File: src/rtl/tty_pkg.sv
// Shared tty constants: character width, FIFO depth and the "no character" code
// returned by bus reads when nothing is queued.
package tty_pkg;

    localparam int TTY_CHAR_W     = 8;
    localparam int TTY_FIFO_DEPTH = 16;

    typedef logic [TTY_CHAR_W-1:0] tty_char_t;

    localparam tty_char_t TTY_NO_CHAR = 8'hFF;

endpackage

File: src/rtl/tty_fifo_mem.sv
// Character storage for the tty input FIFO: two write ports, one asynchronous read port.
// Port 1 is written last, so it wins if both ports ever target the same address.
module tty_fifo_mem
    import tty_pkg::*;
#(
    parameter int DEPTH  = TTY_FIFO_DEPTH,
    parameter int ADDR_W = 4
)
(
    input  logic              i_clk,
    input  logic [ADDR_W-1:0] i_wa0,
    input  tty_char_t         i_wd0,
    input  logic              i_we0,
    input  logic [ADDR_W-1:0] i_wa1,
    input  tty_char_t         i_wd1,
    input  logic              i_we1,
    input  logic [ADDR_W-1:0] i_ra,
    output tty_char_t         o_rd
);

    tty_char_t r_mem [DEPTH];

    always_ff @(posedge i_clk) begin
        if (i_we0) begin
            r_mem[i_wa0] <= i_wd0;
        end
        if (i_we1) begin
            r_mem[i_wa1] <= i_wd1;
        end
    end

    assign o_rd = r_mem[i_ra];

endmodule

File: src/rtl/tty_char_fifo.sv
// Merges keyboard and UART characters into one in-order queue and pops one character
// per rising edge of the CPU read strobe; reads while empty return TTY_NO_CHAR.
module tty_char_fifo
    import tty_pkg::*;
#(
    parameter int DEPTH = TTY_FIFO_DEPTH,
    parameter int PTR_W = 4
)
(
    input  logic             i_clk_50mhz,
    input  logic             i_rst_n,
    input  logic             i_kb_valid,
    input  tty_char_t        i_kb_data,
    input  logic             i_rx_valid,
    input  tty_char_t        i_rx_data,
    input  logic             i_rd,
    output tty_char_t        o_rd_data,
    output logic             o_empty,
    output logic             o_full,
    output logic [PTR_W:0]   o_count,
    output logic             o_overflow,
    input  logic             i_clr_ovf
);

    localparam logic [PTR_W+1:0] L_DEPTH = (PTR_W+2)'(DEPTH);

    logic [PTR_W-1:0] r_rdPtr;
    logic [PTR_W-1:0] r_wrPtr;
    logic [PTR_W:0]   r_count;
    tty_char_t        r_rdData;
    logic             r_overflow;
    logic             r_rdQ;

    logic             w_rdRise;
    logic             w_pop;
    logic [PTR_W+1:0] w_free;
    logic             w_kbAcc;
    logic             w_rxAcc;
    logic             w_drop;
    logic [PTR_W-1:0] w_wa0;
    logic [PTR_W-1:0] w_wa1;
    tty_char_t        w_memRdData;

    assign w_rdRise = i_rd & ~r_rdQ;
    assign w_pop    = w_rdRise & (r_count != '0);

    // A pop frees its slot in the same cycle, so a full queue can still take one push.
    assign w_free  = L_DEPTH - {1'b0, r_count} + {{(PTR_W+1){1'b0}}, w_pop};
    assign w_kbAcc = i_kb_valid & (w_free != '0);
    assign w_rxAcc = i_rx_valid & (w_kbAcc ? (w_free > (PTR_W+2)'(1)) : (w_free != '0));
    assign w_drop  = (i_kb_valid & ~w_kbAcc) | (i_rx_valid & ~w_rxAcc);

    assign w_wa0 = r_wrPtr;
    assign w_wa1 = w_kbAcc ? r_wrPtr + PTR_W'(1) : r_wrPtr;

    tty_fifo_mem #(
        .DEPTH  (DEPTH),
        .ADDR_W (PTR_W)
    ) u_mem (
        .i_clk (i_clk_50mhz),
        .i_wa0 (w_wa0),
        .i_wd0 (i_kb_data),
        .i_we0 (w_kbAcc),
        .i_wa1 (w_wa1),
        .i_wd1 (i_rx_data),
        .i_we1 (w_rxAcc),
        .i_ra  (r_rdPtr),
        .o_rd  (w_memRdData)
    );

    always_ff @(posedge i_clk_50mhz) begin
        if (!i_rst_n) begin
            r_rdPtr    <= '0;
            r_wrPtr    <= '0;
            r_count    <= '0;
            r_rdData   <= TTY_NO_CHAR;
            r_overflow <= 1'b0;
            r_rdQ      <= 1'b0;
        end else begin
            r_rdQ <= i_rd;
            if (w_pop) begin
                r_rdPtr <= r_rdPtr + PTR_W'(1);
            end
            r_wrPtr <= r_wrPtr + PTR_W'(w_kbAcc) + PTR_W'(w_rxAcc);
            r_count <= r_count + (PTR_W+1)'(w_kbAcc) + (PTR_W+1)'(w_rxAcc) - (PTR_W+1)'(w_pop);
            if (w_rdRise) begin
                r_rdData <= w_pop ? w_memRdData : TTY_NO_CHAR;
            end
            // A drop in the same cycle as a clear leaves the flag set.
            if (w_drop) begin
                r_overflow <= 1'b1;
            end else if (i_clr_ovf) begin
                r_overflow <= 1'b0;
            end
        end
    end

    assign o_rd_data  = r_rdData;
    assign o_count    = r_count;
    assign o_empty    = (r_count == '0);
    assign o_full     = (r_count == (PTR_W+1)'(DEPTH));
    assign o_overflow = r_overflow;

endmodule

File: config.mk
export PLATFORM = sky130hd
export DESIGN_NAME = tty_char_fifo
export DESIGN_NICKNAME = d
export VERILOG_FILES = /design/src/rtl/tty_pkg.sv /design/src/rtl/tty_fifo_mem.sv /design/src/rtl/tty_char_fifo.sv
export SDC_FILE = /design/constraint.sdc
export NUM_CORES = 1
export LEC_CHECK = 0
export BUFFER_PORTS_ARGS = -buffer_cell sky130_fd_sc_hd__buf_2
export CAP_MARGIN = 40
export CORE_MARGIN = 3
export CORE_UTILIZATION = 35
export DETAILED_ROUTE_END_ITERATION = 6
export PLACE_DENSITY = 0.47
export REMOVE_ABC_BUFFERS = 1
export SLEW_MARGIN = 0
export SYNTH_ARGS = -nofsm -noshare
export SYNTH_HDL_FRONTEND = slang
export SYNTH_SLANG_ARGS = --single-unit
File: constraint.sdc
create_clock -name i_clk_50mhz -period 8.5 [get_ports i_clk_50mhz]
set_input_delay 0.425 -clock i_clk_50mhz [delete_from_list [all_inputs] [get_ports i_clk_50mhz]]
set_output_delay 0.425 -clock i_clk_50mhz [all_outputs]
set_load 0.02 [all_outputs]
==> metrics.md <==
| Metric | Value |
|---|---|
| Setup CP Type | `flip-flop to flip-flop` |
| Worst Setup Start Kind | `flip-flop` |
| Setup crit end kind | `flip-flop` |
| Tmin final | `4.53 ns` |
| Drt pass-1 iters | `4` |
| Most instantiated cells after synthesis | `edfxtp_1, mux2_2, mux4_2` |
| Core area | `0.0229 sq mm` |
| Worst hold slack | `0.203 ns` |
| Hold WC Path Type | `input pin to flip-flop` |
| Routability cong. | `around 0.76` |
| Area Growth Syn to Fin | `13.6%` |
| Worst skew pair latency | `0.43 ns` |
| N_diodes | `0` |
| Initial core utilization | `0.360` |
| # Post-CTS Setup Buffers | `0` |
| Register area share after synthesis | `0.532` |
| CTS sink count | `155` |
| # setup viols final | `0` |
| Status | `finished, final reports clean` |
| Peak supply drop | `0.000125 V` |
| Most common cell in the synthesized netlist | `edfxtp_1` |
| Crit-path max FO | `8` |
| Global route overflow | `0` |
| Synth top area cells | `edfxtp_1, mux2_2, mux4_2` |
| Layout cells sized above 1 | `0.456` |
| Nets | `597` |
| Antenna violations before repair | `0` |
| Synthesized flop and latch total | `155` |
| Post-DP HPWL | `roughly 14 mm` |
| Residual DRC | `0` |
| Filler cells | `2122` |
| Vias per cell | `5.35` |
| RSZ-0062 raised after global routing | `false` |
| Drt total wl | `between 20 and 25 mm` |
| Die area | `0.0254 sq mm` |
| CP arrival | `4.86 ns` |
| Syn Std Cell Area | `0.00824 sq mm` |
| Max_cap viols | `0` |
| Netlist cell types | `45` |
| Vias in the first global route | `roughly 5100` |
| Sum Neg Setup Slack | `0 ns` |
| Post-Route Skew | `0.0164 ns` |
| Die Wd | `159 um` |
| Post-synth ARST share | `0` |
| H-tree levels | `4` |
| Cell taking the most area after synthesis | `edfxtp_1` |
| Post-synth top flop | `edfxtp_1` |
| Worst path required time | `8.83 ns` |
| Area share of the largest cell type after synthesis | `0.467` |
| Power per cell area | `roughly 290 mW/mm^2` |
| Fin. max-slew vios | `0` |
| Cts bufs inserted | `17` |
| Avg Synthesized Cell Area | `15.5 sq um` |
| Clk pin slew, worst setup/hold paths | `0.06 ns` |
| First-pass GRT wire length | `33.0 mm` |
| IO Count | `38` |
| Cells after Synth | `533` |
| Final hold vios | `0` |
| Row cnt | `55` |
| Detailed Route Iter0 Violations | `roughly 300` |
| Root buffer cell | `clkbuf_16` |
| Largest net degree at the start of global routing | `33` |
| Longest Clk Path Bufs | `2` |
| GRT Total Usage | `0.178` |
| Number of synthesized flops with an enable pin | `128` |
| WL/cell | `24.9 um` |
| Port Buffers | `37` |
| DRT antenna net count | `0` |
| Resize count post-CTS | `0` |
| Leak | `0.00311 uW` |
| FMAX | `between 200 and 250 MHz` |
| Cts hold-fix bufs | `0` |
| Yosys warnings | `0` |
| Post-route clock period utilization | `0.533` |
| Slew at the pin closest to its max-slew limit | `0.729 ns` |
| CTS tree | `yes` |
| Via count | `4726` |
| Worst slew margin | `0.514` |
| Die height | `between 150 and 200 um` |
[layout make-up]
type | instances | area [sq um] | area share
timing repair buffer | 40 | 211 | 0.0226
clock buffer | 18 | 429 | 0.0459
tap | 313 | 392 | 0.0419
sequential | 155 | 4390 | 0.469
inverter | 16 | 60.1 | 0.00642
multi-input combinational | 327 | 3660 | 0.391
clock inverter | 14 | 218 | 0.0233
[sequential cells by signal (all words and copies together), names as in the netlist, named ones only]
register and flops:
o_overflow 1, o_count 5, u_mem.r_mem 128, r_rdQ 1, o_rd_data 8, r_rdPtr 4
r_wrPtr 4
[through the flow]
step                std cells   util  power [uW]  setup slack [ns]  instance area (sq um)
finish                    883  0.408        2690              3.97                   9360
global route              883  0.408        2820              3.60                   9360
CTS                       883  0.408        2720              3.94                   9360
detailed placement        851  0.380        1870              3.96                   8710
global placement          850  0.380        1860              4.02                   8700
floorplan                 498      -        1600              3.52                   8100
[critical path, cell delays in order (launching register included)]
cell and delay [ns]:
dfxtp_1 0.40, inv_1 0.10, ha_1 0.25, nor4b_1 0.17, nor2_1 0.46, inv_1 0.10
ha_1 0.21, inv_1 0.06, ha_1 0.19, nand4_1 0.12, o21ai_2 0.34, nand3_1 0.16
o21ai_0 0.36, ha_1 0.19, fa_1 0.17, inv_1 0.06, fa_1 0.41, a21oi_1 0.14
nor2_1 0.06, or3_1 0.29, and3_1 0.17
[cell usage in the layout (no fill, tap or decap), drive strengths merged, types with 4 or more instances in the layout]
cell type | netlist | layout
xnor2 | 6 | 6
a31oi | 4 | 4
buf | 10 | 40
clkbuf | 25 | 18
mux4 | 40 | 40
a31o | 9 | 9
nor2b | 6 | 6
nor2 | 19 | 19
xor2 | 4 | 4
inv | 16 | 19
o22a | 8 | 8
and2 | 15 | 15
a22oi | 4 | 4
edfxtp | 128 | 128
a32o | 4 | 4
a22o | 6 | 6
bufinv | 0 | 5
nand3 | 8 | 8
nand2 | 18 | 18
o21ai | 5 | 5
dfxtp | 27 | 27
ha | 15 | 15
a21oi | 6 | 6
mux2 | 128 | 128
[cell families (layout without fill, tap and decap cells)]
| group | count (synthesis) | in the layout | synth area share |
|---|---|---|---|
| AOI/OAI and AO/OA | 52 | 52 | 0.0563 |
| xor gates and xnor gates | 10 | 10 | 0.0115 |
| adders and majority gates | 18 | 18 | 0.0301 |
| buffers and inverters | 51 | 88 | 0.0243 |
| DFF | 155 | 155 | 0.532 |
| muxes | 169 | 169 | 0.285 |
| and+or+nand+nor | 78 | 78 | 0.0601 |
[where the power goes]
part           internal (uW)  leakage, uW  switching [uW]
Sequential               944      0.00138            46.4
Clock                    524     0.000304             323
Combinational            355      0.00143             501
[final timing paths]
path                start  cells after the start            to  slack [ns]
max            o_count[2]                     20    o_count[4]        3.97
min                  i_rd                      2         r_rdQ        0.20
max reg2reg    o_count[2]                     20    o_count[4]        3.97
min reg2reg  o_rd_data[6]                      1  o_rd_data[6]        0.47
[per-layer routing]
| layer | track usage | routed length [um] | vias up |
|---|---|---|---|
| met1 | 0.249 | 9720 | 2459 |
| met2 | 0.294 | 11000 | 110 |
| met3 | 0.0252 | 1150 | 10 |
| li1 | - | - | 2147 |
| met4 | 0.0454 | 159 | 0 |
| met5 | 0 | 0 | - |
Power figures use the tool's default switching activity.
